**src/rtl/serial_add_ctrl.sv**
```systemverilog
// rtl/serial_add_ctrl.sv - bit-serial adder controller sharing one full adder over WIDTH cycles
// Optional subtract port enabled by defining SERIAL_ADD_SUB_EN.

module serial_add_fa (
    input  logic a_i,
    input  logic b_i,
    input  logic c_i,
    output logic s_o,
    output logic co_o
);
    assign s_o  = a_i ^ b_i ^ c_i;
    assign co_o = (a_i & b_i) | (a_i & c_i) | (b_i & c_i);
endmodule

module serial_add_ctrl #(
    parameter int WIDTH = 8
) (
    input  logic             clk,
    input  logic             rst_n,
    input  logic             in_valid,
    output logic             in_ready,
    input  logic [WIDTH-1:0] a,
    input  logic [WIDTH-1:0] b,
    input  logic             cy_in,
`ifdef SERIAL_ADD_SUB_EN
    input  logic             sub,
`endif
    output logic             out_valid,
    input  logic             out_ready,
    output logic [WIDTH-1:0] sum,
    output logic             cy_out
);
    localparam int CW = $clog2(WIDTH);

    typedef enum logic [1:0] {
        S_IDLE,
        S_RUN,
        S_DONE
    } state_t;

    state_t           state_q, state_d;
    logic [WIDTH-1:0] a_sh_q, a_sh_d;
    logic [WIDTH-1:0] b_sh_q, b_sh_d;
    logic [WIDTH-2:0] sum_sh_q, sum_sh_d;
    logic             carry_q, carry_d;
    logic [CW-1:0]    cnt_q, cnt_d;
    logic [WIDTH-1:0] sum_q, sum_d;
    logic             cy_out_q, cy_out_d;

    logic             fa_s;
    logic             fa_co;
    logic [WIDTH-1:0] sum_full;
    logic [WIDTH-1:0] b_load;
    logic             seed_load;

    serial_add_fa u_fa (
        .a_i  (a_sh_q[0]),
        .b_i  (b_sh_q[0]),
        .c_i  (carry_q),
        .s_o  (fa_s),
        .co_o (fa_co)
    );

    // The newest sum bit enters at the MSB; after the last shift this is the whole result.
    assign sum_full = {fa_s, sum_sh_q};

`ifdef SERIAL_ADD_SUB_EN
    assign b_load    = sub ? ~b : b;
    assign seed_load = sub ? 1'b1 : cy_in;
`else
    assign b_load    = b;
    assign seed_load = cy_in;
`endif

    assign in_ready  = (state_q == S_IDLE);
    assign out_valid = (state_q == S_DONE);
    assign sum       = sum_q;
    assign cy_out    = cy_out_q;

    always_comb begin
        state_d  = state_q;
        a_sh_d   = a_sh_q;
        b_sh_d   = b_sh_q;
        sum_sh_d = sum_sh_q;
        carry_d  = carry_q;
        cnt_d    = cnt_q;
        sum_d    = sum_q;
        cy_out_d = cy_out_q;
        case (state_q)
            S_IDLE: begin
                if (in_valid) begin
                    state_d = S_RUN;
                    a_sh_d  = a;
                    b_sh_d  = b_load;
                    carry_d = seed_load;
                    cnt_d   = '0;
                end
            end
            S_RUN: begin
                a_sh_d   = a_sh_q >> 1;
                b_sh_d   = b_sh_q >> 1;
                sum_sh_d = sum_full[WIDTH-1:1];
                carry_d  = fa_co;
                cnt_d    = cnt_q + CW'(1);
                if (cnt_q == CW'(WIDTH - 1)) begin
                    state_d  = S_DONE;
                    sum_d    = sum_full;
                    cy_out_d = fa_co;
                end
            end
            S_DONE: begin
                if (out_ready) begin
                    state_d = S_IDLE;
                end
            end
            default: state_d = S_IDLE;
        endcase
    end

    always_ff @(posedge clk or negedge rst_n) begin
        if (!rst_n) begin
            state_q  <= S_IDLE;
            a_sh_q   <= '0;
            b_sh_q   <= '0;
            sum_sh_q <= '0;
            carry_q  <= 1'b0;
            cnt_q    <= '0;
            sum_q    <= '0;
            cy_out_q <= 1'b0;
        end else begin
            state_q  <= state_d;
            a_sh_q   <= a_sh_d;
            b_sh_q   <= b_sh_d;
            sum_sh_q <= sum_sh_d;
            carry_q  <= carry_d;
            cnt_q    <= cnt_d;
            sum_q    <= sum_d;
            cy_out_q <= cy_out_d;
        end
    end
endmodule

```
**config.mk**
```make
export PLATFORM = sky130hd
export DESIGN_NAME = serial_add_ctrl
export DESIGN_NICKNAME = d
export VERILOG_FILES = /design/src/rtl/serial_add_ctrl.sv
export SDC_FILE = /design/constraint.sdc
export NUM_CORES = 1
export LEC_CHECK = 0
export BUFFER_PORTS_ARGS = -buffer_cell sky130_fd_sc_hd__buf_2
export CAP_MARGIN = 25
export CORE_MARGIN = 1
export CORE_UTILIZATION = 41
export DETAILED_ROUTE_END_ITERATION = 8
export PLACE_DENSITY = 0.75
export REMOVE_ABC_BUFFERS = 1
export SETUP_SLACK_MARGIN = 0.2
export SLEW_MARGIN = 20
export SYNTH_ARGS = -nofsm -noshare
export SYNTH_HDL_FRONTEND = slang
export SYNTH_HIERARCHICAL = 1
export SYNTH_SLANG_ARGS = --single-unit
```
**constraint.sdc**
```tcl
create_clock -name clk -period 1.5 [get_ports clk]
set_clock_uncertainty 0.05 [all_clocks]
set_input_delay 0.075 -clock clk [delete_from_list [all_inputs] [get_ports clk]]
set_output_delay 0.075 -clock clk [all_outputs]
set_load 0.1 [all_outputs]
```
==> key figures <==
CTS
  • Clock Path Buffers: 2
  • Clock sink count: 38
  • CTS H-tree depth: 2
  • CTS tree: yes
  • Clock root cell: clkbuf_8
  • Clock latency on the worst-skew pair: between 0.2 and 0.3 ns
  • Clock-pin slew on the worst setup and hold paths: 0.08 ns
  • Cts bufs inserted: 5

Timing
  • Final-report max-slew violation count: 0
  • Worst-margin pin slew: approximately 0.49 ns
  • RSZ-0062 raised after global routing: yes
  • Final min period: about 1.6 ns
  • Setup WS post-layout: -0.0915 ns
  • Slew HR: about 68%
  • Setup-failing EPs final: 9
  • Period utilisation layout: 106%
  • Max Clk Rate: 0.628 GHz
  • Endpoints failing hold: 0

Cells and area
  • Final core utilization: 69.0%
  • Nets: approximately 230
  • Fill count: a little under 300
  • Non-Filler Cell Area, Final: 2820 µm²
  • Share of cells above drive strength 1: 61.4%
  • Post-route insts no fill: roughly 250
  • # diodes: 0
  • Area grow syn2layout: 58.0%

Routing
  • Initial DRC count: between 50 and 60
  • Remaining antenna violation count after routing: 0
  • Vias: between 1k and 1.5k
  • # DRC: 0
  • Drt pass-1 iters: 4
  • Routed WL: ~4500 µm
  • WL/cell: 17.9 µm
  • Vias per Instance: 5.42

Floorplanning
  • Placement row count: 23
  • Die width: between 60 and 70 µm
  • Die Y-Extent: 68.0 µm
  • Initial core utilization: roughly 44%
  • Core Area: between 4000 and 5000 µm²
  • Die outline area: ~4600 µm²
  • Top-level I/O count: 32

Outcome
  • Status: finished with violations
  • Failing checks: negative setup slack

Worst setup path
  • Crit path max fanout: 5
  • CP Capture Type: flop
  • Critical path launch point type: flop
  • Crit path largest cell delay: slightly below 0.4 ns
  • Critical Path RT: between 1.5 and 2 ns
  • Crit Path Category: reg2reg
  • Worst EP arrival: 1.72 ns
  • Critical Path, Cell by Cell: ha_2, ha_4, nand3b_1, buf_4, buf_16, mux2_2
  • Max stage delay cell, worst path: dfrtp_1

Logic synthesis
  • Yosys warning count: 6
  • Asr flop ratio synth: 100%
  • Post-synthesis sequential area ratio: between 50% and 60%
  • Mean post-synth cell area: ~12 µm²
  • Syn Inst Count: about 140
  • Post-synth EDFFs: 0
  • Seq cells post-synth: 38
  • Main synth FF type: dfrtp_1
  • Synthesized cell area: between 1500 and 2000 µm²
  • Synth cell types: 25

Power and ir drop
  • Maximum VDD drop: between 1000 and 1500 µV
  • Tot Pwr: ~6.8 mW
  • PD cells: roughly 2400 nW/µm²
  • Leakage: approximately 1.3 nW

Placed design
  • Placed cells: around 220
  • Detailed Place HPWL: roughly 2400 µm
  • IO buf count: 31
  • RD Place Congestion: about 0.80
  • Placed instance area: between 2000 and 2500 µm²

Worst hold path
  • Worst hold path class: in2reg

Flow run
  • Max_cap viols: 0

Global route
  • Overall Global Routing Usage: 20.6%
  • Vias in the first global route: between 1k and 1.5k
  • Largest net degree at the start of global routing: 39
  • GRT overflow: 0
  • First-pass GRT wire length: between 6000 and 7000 µm
  • Initial antenna violation count: 0
[sequential cells by signal, summed over array words and instances, names as in the netlist]
register  flops
a_sh_q        8
b_sh_q        8
carry_q       1
cnt_q         3
cy_out        1
state_q       2
sum           8
sum_sh_q      7
[metrics by stage]
stage,hold WS [ns],worst slack [ns],setup TNS (ns)
2_1_floorplan,-0.271,-0.645,-6.60
3_3_place_gp,0.0877,-0.0251,-0.212
3_5_place_dp,0.104,-0.0666,-0.540
4_1_cts,0.0697,-0.0580,-0.382
5_1_grt,0.0922,-0.146,-1.22
6_report,0.0706,-0.0915,-0.677
[critical path: cells and delay by family (launching register included)]
| kind | cells | cell delay (ns) |
|---|---|---|
| simple gates | 1 | 0.11 |
| buf+inv | 2 | 0.26 |
| mux | 1 | 0.32 |
| fa+ha+maj | 2 | 0.36 |
| flops | 1 | 0.39 |
[final timing paths]
path	depth (start not counted)	slack, ns	startpoint	end
worst min register to register	1	0.45	sum[3]$_DFFE_PN0P_	sum[3]$_DFFE_PN0P_
max in group asynchronous	3	0.72	rst_n	state_q[1]$_DFFE_PN0P_
worst max-delay path	6	-0.09	cnt_q[1]$_DFFE_PN0P_	sum[3]$_DFFE_PN0P_
min in group asynchronous	3	0.33	rst_n	cnt_q[0]$_DFFE_PN0P_
worst min-delay path	3	0.07	b[3]	b_sh_q[3]$_DFFE_PN0P_
worst max register to register	6	-0.09	cnt_q[1]$_DFFE_PN0P_	sum[3]$_DFFE_PN0P_
[cell type report]
class                   count  area, µm²  share of cell area [%]
multi-input cells          80       1050                    37.3
clock buffers               6       82.6                    2.93
flip-flops and latches     38        953                    33.8
well taps                  50       62.6                    2.22
clock inverters             2       60.1                    2.13
inverters                  12       45.0                    1.60
repair buffers             64        564                    20.0
[cell usage in the layout, fill, tap and decap left out, drive strengths merged]
cell type / synthesis / routed
fa: 1 / 1
o21ba: 1 / 1
nand2b: 4 / 4
a21oi: 1 / 1
o21bai: 1 / 1
o221a: 4 / 4
or4b: 4 / 4
o21ai: 1 / 1
nor2b: 1 / 1
mux2i: 1 / 1
nor2: 1 / 1
a211oi: 11 / 11
nand3b: 1 / 1
dlygate4sd3: 0 / 2
clkbuf: 2 / 7
a211o: 2 / 2
ha: 2 / 2
inv: 12 / 12
dfrtp: 38 / 38
buf: 11 / 61
nor4bb: 2 / 2
mux2: 16 / 16
bufinv: 0 / 2
nor3b: 13 / 13
nor4b: 11 / 11
a22o: 2 / 2
[Yosys cell counts, drive strengths merged (4+ instances only)]
master / instances / share of area [%]
buf: 11 / 3.4
o221a: 4 / 2.5
dfrtp: 38 / 53
mux2: 16 / 10
a211oi: 11 / 4.6
nor3b: 13 / 5.5
nand2b: 4 / 1.4
nor4b: 11 / 5.4
inv: 12 / 2.5
or4b: 4 / 2.2
[where the power goes]
group          switching [mW]  leakage (nW)  internal [mW]
combinational            2.11         0.794           1.72
clock                   0.361        0.0714          0.710
sequential              0.363         0.447           1.53
[routing by layer]
| layer | wire [µm] | vias up | global-route usage, % |
|---|---|---|---|
| met5 | 0 | - | 0 |
| met4 | 67 | 0 | 6.25 |
| met3 | 152 | 7 | 4.50 |
| met2 | 2380 | 33 | 34.3 |
| met1 | 1920 | 688 | 26.6 |
| li1 | - | 638 | - |
[cell families (layout without fill, tap and decap cells)]
kind of cell / Yosys count / after routing / synth area share [%]
muxes: 17 / 17 / 10.7
buffers and inverters: 25 / 84 / 6.31
and+or+nand+nor: 37 / 37 / 16.6
AOI/OAI and AO/OA: 23 / 23 / 10.7
DFF: 38 / 38 / 53.3
adders and majority gates: 3 / 3 / 2.52
[what timing repair did]
action,CTS,global route
hold endpoints to repair,39,0
buffers inserted,10,6
resized for setup,51,33
cloned,1,1
setup endpoints to repair,39,39
hold buffers,2,0
pin swaps,10,9
No activity file was read; power rests on OpenSTA's default activity.
